## src/rtl/sat_engine_ctrl.sv

```systemverilog
// Sat Engine CDCL sequencer: load -> imply -> decide / analyze -> backtrack, ending in SAT, UNSAT or ERR.
// Optional statistics counters are built only when SAT_CTRL_STATS_EN is defined.
module sat_engine_ctrl #(
    parameter int LEVEL_W         = 10,
    parameter int ANALYZE_LAT     = 2,
    parameter int MAX_IMPLY_ITERS = 64,
    parameter int STAT_W          = 16
) (
    input  logic               clk,
    input  logic               rst,
    input  logic               start_i,
    output logic               busy_o,
    output logic               done_o,
    output logic [1:0]         status_o,
    output logic               wr_states_o,
    output logic               decide_req_o,
    input  logic               decide_ack_i,
    input  logic               decide_none_i,
    output logic               valid_from_decision_o,
    output logic [LEVEL_W-1:0] cur_level_o,
    output logic               apply_imply_o,
    input  logic               find_imply_i,
    input  logic               find_conflict_i,
    output logic               apply_analyze_o,
    input  logic [LEVEL_W-1:0] max_level_i,
    output logic               apply_bkt_o,
    output logic [LEVEL_W-1:0] bkt_lvl_o,
    output logic [STAT_W-1:0]  num_decisions_o,
    output logic [STAT_W-1:0]  num_conflicts_o
);

    localparam int IMP_W = $clog2(MAX_IMPLY_ITERS + 1);
    localparam int ANA_W = $clog2(ANALYZE_LAT + 1);
    localparam logic [IMP_W-1:0]   IMP_LAST  = IMP_W'(MAX_IMPLY_ITERS - 1);
    localparam logic [ANA_W-1:0]   ANA_LAST  = ANA_W'(ANALYZE_LAT);
    localparam logic [LEVEL_W-1:0] LEVEL_MAX = '1;
    localparam logic [LEVEL_W-1:0] LEVEL_ONE = LEVEL_W'(1);

    localparam logic [1:0] ST_NONE  = 2'b00;
    localparam logic [1:0] ST_SAT   = 2'b01;
    localparam logic [1:0] ST_UNSAT = 2'b10;
    localparam logic [1:0] ST_ERR   = 2'b11;

    typedef enum logic [2:0] {
        S_IDLE, S_LOAD, S_IMPLY, S_DECIDE, S_ANALYZE, S_BKT, S_DONE
    } state_t;

    state_t             state_q, state_d;
    logic [LEVEL_W-1:0] cur_level_q, cur_level_d;
    logic [LEVEL_W-1:0] bkt_lvl_q, bkt_lvl_d;
    logic [1:0]         status_q, status_d;
    logic [IMP_W-1:0]   imp_cnt_q, imp_cnt_d;
    logic [ANA_W-1:0]   ana_cnt_q, ana_cnt_d;
    logic               valid_q, valid_d;
    logic               start_acc, dec_acc, ana_entry;

    always_ff @(posedge clk or posedge rst) begin
        if (rst) begin
            state_q     <= S_IDLE;
            cur_level_q <= '0;
            bkt_lvl_q   <= '0;
            status_q    <= ST_NONE;
            imp_cnt_q   <= '0;
            ana_cnt_q   <= '0;
            valid_q     <= 1'b0;
        end else begin
            state_q     <= state_d;
            cur_level_q <= cur_level_d;
            bkt_lvl_q   <= bkt_lvl_d;
            status_q    <= status_d;
            imp_cnt_q   <= imp_cnt_d;
            ana_cnt_q   <= ana_cnt_d;
            valid_q     <= valid_d;
        end
    end

    always_comb begin
        state_d         = state_q;
        cur_level_d     = cur_level_q;
        bkt_lvl_d       = bkt_lvl_q;
        status_d        = status_q;
        imp_cnt_d       = imp_cnt_q;
        ana_cnt_d       = ana_cnt_q;
        valid_d         = 1'b0;
        start_acc       = 1'b0;
        dec_acc         = 1'b0;
        ana_entry       = 1'b0;
        wr_states_o     = 1'b0;
        decide_req_o    = 1'b0;
        apply_imply_o   = 1'b0;
        apply_analyze_o = 1'b0;
        apply_bkt_o     = 1'b0;
        done_o          = 1'b0;
        case (state_q)
            S_IDLE: begin
                if (start_i) begin
                    state_d     = S_LOAD;
                    cur_level_d = '0;
                    status_d    = ST_NONE;
                    start_acc   = 1'b1;
                end
            end
            S_LOAD: begin
                wr_states_o = 1'b1;
                state_d     = S_IMPLY;
                imp_cnt_d   = '0;
            end
            S_IMPLY: begin
                apply_imply_o = 1'b1;
                if (find_conflict_i) begin
                    if (cur_level_q == '0) begin
                        state_d  = S_DONE;
                        status_d = ST_UNSAT;
                    end else begin
                        state_d   = S_ANALYZE;
                        ana_cnt_d = '0;
                        ana_entry = 1'b1;
                    end
                end else if (find_imply_i) begin
                    if (imp_cnt_q == IMP_LAST) begin
                        state_d  = S_DONE;
                        status_d = ST_ERR;
                    end else begin
                        imp_cnt_d = imp_cnt_q + IMP_W'(1);
                    end
                end else begin
                    state_d = S_DECIDE;
                end
            end
            S_DECIDE: begin
                decide_req_o = 1'b1;
                if (decide_ack_i) begin
                    if (decide_none_i) begin
                        state_d  = S_DONE;
                        status_d = ST_SAT;
                    end else if (cur_level_q == LEVEL_MAX) begin
                        state_d  = S_DONE;
                        status_d = ST_ERR;
                    end else begin
                        // valid pulse is registered so it lines up with the new level
                        cur_level_d = cur_level_q + LEVEL_ONE;
                        valid_d     = 1'b1;
                        dec_acc     = 1'b1;
                        state_d     = S_IMPLY;
                        imp_cnt_d   = '0;
                    end
                end
            end
            S_ANALYZE: begin
                apply_analyze_o = (ana_cnt_q == '0);
                if (ana_cnt_q == ANA_LAST) begin
                    bkt_lvl_d = (max_level_i >= cur_level_q) ? (cur_level_q - LEVEL_ONE)
                                                             : max_level_i;
                    state_d   = S_BKT;
                end else begin
                    ana_cnt_d = ana_cnt_q + ANA_W'(1);
                end
            end
            S_BKT: begin
                apply_bkt_o = 1'b1;
                cur_level_d = bkt_lvl_q;
                state_d     = S_IMPLY;
                imp_cnt_d   = '0;
            end
            S_DONE: begin
                done_o  = 1'b1;
                state_d = S_IDLE;
            end
            default: state_d = S_IDLE;
        endcase
    end

    assign busy_o                = (state_q != S_IDLE) && (state_q != S_DONE);
    assign status_o              = status_q;
    assign cur_level_o           = cur_level_q;
    assign bkt_lvl_o             = bkt_lvl_q;
    assign valid_from_decision_o = valid_q;

`ifdef SAT_CTRL_STATS_EN
    logic [STAT_W-1:0] num_dec_q, num_cfl_q;

    always_ff @(posedge clk or posedge rst) begin
        if (rst) begin
            num_dec_q <= '0;
            num_cfl_q <= '0;
        end else if (start_acc) begin
            num_dec_q <= '0;
            num_cfl_q <= '0;
        end else begin
            if (dec_acc && (num_dec_q != '1)) num_dec_q <= num_dec_q + STAT_W'(1);
            if (ana_entry && (num_cfl_q != '1)) num_cfl_q <= num_cfl_q + STAT_W'(1);
        end
    end

    assign num_decisions_o = num_dec_q;
    assign num_conflicts_o = num_cfl_q;
`else
    logic unused_stats;
    assign unused_stats    = ^{start_acc, dec_acc, ana_entry};
    assign num_decisions_o = '0;
    assign num_conflicts_o = '0;
`endif

endmodule

```

## config.mk

```make
export PLATFORM = sky130hd
export DESIGN_NAME = sat_engine_ctrl
export DESIGN_NICKNAME = d
export VERILOG_FILES = /design/src/rtl/sat_engine_ctrl.sv
export SDC_FILE = /design/constraint.sdc
export NUM_CORES = 1
export LEC_CHECK = 0
export ABC_AREA = 1
export BUFFER_PORTS_ARGS = -buffer_cell sky130_fd_sc_hd__buf_2
export CAP_MARGIN = 20
export CORE_MARGIN = 8
export CORE_UTILIZATION = 53
export CTS_CLUSTER_DIAMETER = 30
export DETAILED_ROUTE_END_ITERATION = 16
export PLACE_DENSITY_LB_ADDON = 0.12
export SLEW_MARGIN = 20
export SYNTH_ARGS = -nofsm -noshare
export SYNTH_HDL_FRONTEND = slang
export SYNTH_SLANG_ARGS = --single-unit
```

## constraint.sdc

```tcl
create_clock -name clk -period 2.01 [get_ports clk]
set_input_delay 0.201 -clock clk [delete_from_list [all_inputs] [get_ports clk]]
set_output_delay 0.201 -clock clk [all_outputs]
set_load 0.05 [all_outputs]
```

Word level (Yosys, flattened, before mapping) --
Index checks and enable logic that the tools add are counted.
Word-level totals: input bits 17, bits in latches 0, memories 0, output and inout port bits 62, register bits 35, bits in writable memories 0, memory bits (read-only) 0
Operators by class: shift operators 0, order comparisons 1, $add $sub $neg 4, divide/modulo/power cells 0, multiply operators 0, reductions and logical operators 16, equal/unequal tests 26, bitwise logic cells 0, multiplexer cells 46
Operators by type and width (number):
- $mux 10 | 5
- $mux 7 | 6
- $pmux 10 s3 | 1
- $mux 2 | 12
- $mux 3 | 8
- $ne 2x2->1 const B | 11
- $pmux 7 s3 | 1
- $ne 3x3->1 const B | 5
- $pmux 3 s5 | 1
- $reduce_and 7->1 | 2
- $reduce_bool 3->1 | 4
- $add 10x1->10 const B | 1
- $eq 10x10->1 const B | 1
- $ge 10x10->1 | 1
- $logic_not 10->1 | 1
- $mux 1 | 10
- $sub 10x1->10 const B | 1
- $eq 3x3->1 const B | 3
- $reduce_and 4->1 | 2
- $add 7x1->7 const B | 1
- $eq 7x6->1 const B | 1
- $eq 3x2->1 const B | 2
- $pmux 2 s3 | 1
- $reduce_and 5->1 | 1
- 11 further kinds | 11

Depth between registers and ports, before layout --
depth after elaboration 5, depth in mapped cells 12, gate-level depth less buffers 11

Worst setup path after synthesis --
No wires, ideal clock.
kind flip-flop to flip-flop, start register cur_level_q[4] (netlist: cur_level_o[4]), end register bkt_lvl_q[0] (netlist: bkt_lvl_o[0]), stages on the path, launching flop included 13, library setup time 0.118 ns, path slack -0.101 ns, data arrival time 1.993 ns, required time 1.892 ns, cell sequence dfrtp_1 > buf_2 > inv_1 > ha_1 > nand2_1 > inv_1 > nand2_1 > nand2_1 > nand2_1 > clkbuf_1 > nand4_1 > nand3_1 > nand2_1
On the way: word-level cells in the longest chain between the ends 2
Ends and longest elaborated chain:
- from (decl) | line 49 | logic [LEVEL_W-1:0] cur_level_q, cur_level_d;
- from (signal assigned) | line 68 | cur_level_q <= cur_level_d;
- $ge 10x10->1 | line 152 | bkt_lvl_d = (max_level_i >= cur_level_q) ? (cur_level_q - LEVEL_ONE)
- $mux 10 | line 152
- to (signal assigned) | line 69 | bkt_lvl_q <= bkt_lvl_d;
- to (decl) | line 50 | logic [LEVEL_W-1:0] bkt_lvl_q, bkt_lvl_d;
No other way between the ends. A chain may end at the register's enable or synchronous reset.

Final worst setup path --
start register cur_level_q[0] (netlist: cur_level_o[0]), end register cur_level_q[9] (netlist: cur_level_o[9])
On the way: word-level cells in the longest chain between the ends 5, elaborated cells on any way between the ends 8, classes of those cells add/sub: 1; eq/ne: 2; mux: 4; reduce/logical: 1
Ends and longest elaborated chain:
- $add 10x1->10 | line 141 | cur_level_d = cur_level_q + LEVEL_ONE;
- $mux 10 | line 136 | end else if (cur_level_q == LEVEL_MAX) begin
- $mux 10 | line 133 | if (decide_none_i) begin
- $mux 10 | line 132 | if (decide_ack_i) begin
- $pmux 10 s3 | line 94 | case (state_q)
Parallel ways exist; a longest one is shown, timed or not. The select of a mux whose other input is x is not followed.

==> out/qor.yml <==
outcome:
  status: "complete, no violations"
sta:
  max_clock_freq_mhz: 545
  rsz0062_at_grt: "false"
  final.setup.tns_ns: 0
  hold_viol: 0
  setup_viol: 0
  maxSlewViolCount: 0
  period_share: 0.912
  worst_slack_ns: 0.177
  period_needed_ns: 1.83
  clock_skew_ns: 0.00760
synthesis:
  ys_top_cells_by_area: "dfrtp_1 (31%), nand2_1 (20%), buf_4 (8.4%)"
  ys_ff_latch: 35
  synth_warnings: 0
  yosys.area.top_type: "dfrtp_1"
  ys_types: 28
  postSynthAreaPerCell_um2: 6.59
  syn_inst: 434
  synth_area_mm2: 0.00286
  yosysSeqAreaShare: 0.306
  synth_top_area_share: 0.306
run:
  drv_cap: 0
setup_path:
  reg2reg_depth: 10
  crit_required_ns: 2.23
  worstSetupPathType: "reg -> reg"
  cp.arrival_ns: 2.05
  crit_chain: "ha_1 -> nand3_2 -> nor2_2 -> nand3_1 -> nand2_1 -> nand2_2 -> nand2_4 -> buf_4 -> nand2_1 -> nand2_1"
  cp.depth: 10
  crit_slowest_cell: "dfrtp_2"
  critical_path.top_delay_family: "simple AND/OR/NAND/NOR gates"
  worstPathMaxFanout: 8
  path_buf_inv: 1
  critPathMaxStageDelay_ns: 0.45
  crit_top_cell: "nand2_1"
  cp-start-kind: "flip-flop"
  cp-end-kind: "flip-flop"
min_path:
  hold_class: "in -> async"
cells_and_area:
  n_antenna_cell: 0
  stdcell_count: 562
  area_growth_pct: 12.9
  fillers: 511
  nets: 524
  drive_above_1_share: 0.179
clock_network:
  cts_tree: "done"
  cts.sinks: 35
  htreeDepth: 2
  cts_root_buf: "clkbuf_8"
  clk_pin_slew_ns: 0.07
  cts_buffers: 5
  insertion_delay_ns: 0.28
  clockBufferDepth: 2
placed_design:
  portBuffers: 46
  place_congestion: 0.870
  dp_cells: 554
  pre_cts_ws_ns: 0.0746
  hpwl_um: 5810
detailed_routing:
  first_pass_iters: 4
  wl_um: 7340
  viasPerCell: 4.90
  route.detailed.drc: 0
  ant_nets: 0
  drt-initial-drc-count: 182
  avgRoutedWirePerCell_um: 13.1
  vias: 2756
floorplan:
  start_util: 0.553
  die_w_um: 89.5
  num_rows: 26
  core-area_mm2: 0.00517
  ioPinCount: 79
  die_h_um: 89.5
  design.die.area_mm2: 0.00800
global_route:
  grt_pass1_wl_um: 11900
  grt_pass1_vias: 2613
  antenna_found_initial: 0
  overflow: 0
  grt_util_all_layers: 0.189
  grt_max_degree: 36
power_and_ir_drop:
  ir_worst_vdd_v: 0.00126
  power_w: 0.00580
  p_leak_nw: 1.90
  powerDensity_mw_per_mm2: 1800
==> Yosys cell counts (all sizes together) <==
library cell,count
clkbuf,3
xnor2,2
inv,53
a21o,1
dfrtp,35
nor3b,3
conb,1
nand3,41
xor2,4
a22o,1
o21ai,11
buf,37
a21oi,8
nand4,18
or2,1
ha,16
nand2,159
a32oi,1
nand3b,1
nor2,38
==> final timing paths <==
path,from,slack (ns),to
max in group asynchronous,rst,1.63,cur_level_o[7]
worst max register to register,cur_level_o[0],0.18,cur_level_o[9]
worst max-delay path,cur_level_o[0],0.18,cur_level_o[9]
worst min register to register,imp_cnt_q[6],0.47,imp_cnt_q[6]
min in group clk,decide_ack_i,0.21,valid_from_decision_o
worst min-delay path,rst,0.01,cur_level_o[2]
==> cell type report <==
type,count,area (µm²),area share
Multi-Input combinational cell,337,1630,0.505
Clock buffer,8,100,0.0310
Tap cell,70,87.6,0.0271
Sequential cell,35,885,0.274
Inverter,53,199,0.0616
Timing Repair Buffer,59,328,0.102
==> stage by stage <==
step	area, µm²	util	hold WS (ns)
global placement	3120	0.603	0.331
CTS	3220	0.622	0.0293
floorplan	2980	-	0.348
finish	3230	0.624	0.0125
global route	3230	0.624	0.0602
detailed placement	3120	0.603	0.336
==> what timing repair did <==
item,4_1_cts,5_1_grt
gates resized for setup,0,3
setup endpoints to repair,0,17
endpoints found under the hold margin,0,0
buffers inserted,0,0
hold buffers,0,0
==> cell families (layout without fill, tap and decap cells) <==
kind of cell / after synthesis / in the layout / synth area share
DFF: 35 / 35 / 0.306
adders and majority gates: 16 / 16 / 0.0700
xor gates and xnor gates: 6 / 6 / 0.0184
buffers and inverters: 93 / 120 / 0.168
and+or+nand+nor: 261 / 261 / 0.394
other: 1 / 32 / 0.00131
AOI/OAI and AO/OA: 22 / 22 / 0.0420
==> where the power goes <==
| part | total [W] | switching (W) | leakage [nW] | internal (W) |
|---|---|---|---|---|
| registers | 0.00128 | 0.000298 | 0.435 | 0.000983 |
| logic | 0.00396 | 0.00284 | 1.41 | 0.00112 |
| clock network | 0.000563 | 0.000250 | 0.0515 | 0.000313 |
| total | 0.00580 | 0.00339 | 1.90 | 0.00241 |
==> flip-flops by register name, summed over array words and instances, names as in the netlist <==
name                   count
bkt_lvl_o                 10
valid_from_decision_o      1
state_q                    3
ana_cnt_q                  2
status_o                   2
imp_cnt_q                  7
cur_level_o               10
==> routing by layer <==
layer  global-route usage  routed length (µm)  part of all wire  vias to the layer above
li1                     -                   -                 -                     1421
met4               0.0559                 148             0.020                        0
met1                0.227                3200              0.44                     1235
met2                0.325                3470              0.47                       88
met3               0.0460                 520             0.071                       12
met5                    0                   0                 0                        -
==> cell usage in the layout (no fill, tap or decap) <==
| cell type | count |
|---|---|
| inv_1 | 49 |
| o21ai_0 | 10 |
| dfrtp_2 | 7 |
| inv_2 | 4 |
| a22o_1 | 1 |
| a32oi_1 | 1 |
| buf_2 | 46 |
| clkbuf_8 | 7 |
| nor2_4 | 1 |
| xnor2_1 | 2 |
| conb_1 | 32 |
| nand2_2 | 2 |
| nor2_1 | 34 |
| clkbuf_1 | 1 |
| nor3b_1 | 3 |
| ha_1 | 16 |
| xor2_1 | 4 |
| a21o_1 | 1 |
| nor2_2 | 3 |
| nand4_1 | 18 |
| nand2_4 | 1 |
| nand3b_1 | 1 |
| nand3_2 | 3 |
| o21ai_1 | 1 |
| or2_2 | 1 |
| dfrtp_1 | 28 |
| nand3_1 | 38 |
| nand2_1 | 156 |
| a21oi_1 | 8 |
| buf_4 | 13 |
==> worst reg2reg max path: stages, from the launching register on <==
cell	delay, ns
dfrtp_2	0.45
ha_1	0.24
nand3_2	0.13
nor2_2	0.17
nand3_1	0.13
nand2_1	0.11
nand2_2	0.11
nand2_4	0.13
buf_4	0.16
nand2_1	0.06
nand2_1	0.07
Note: power is estimated with default switching activity, not from simulation.
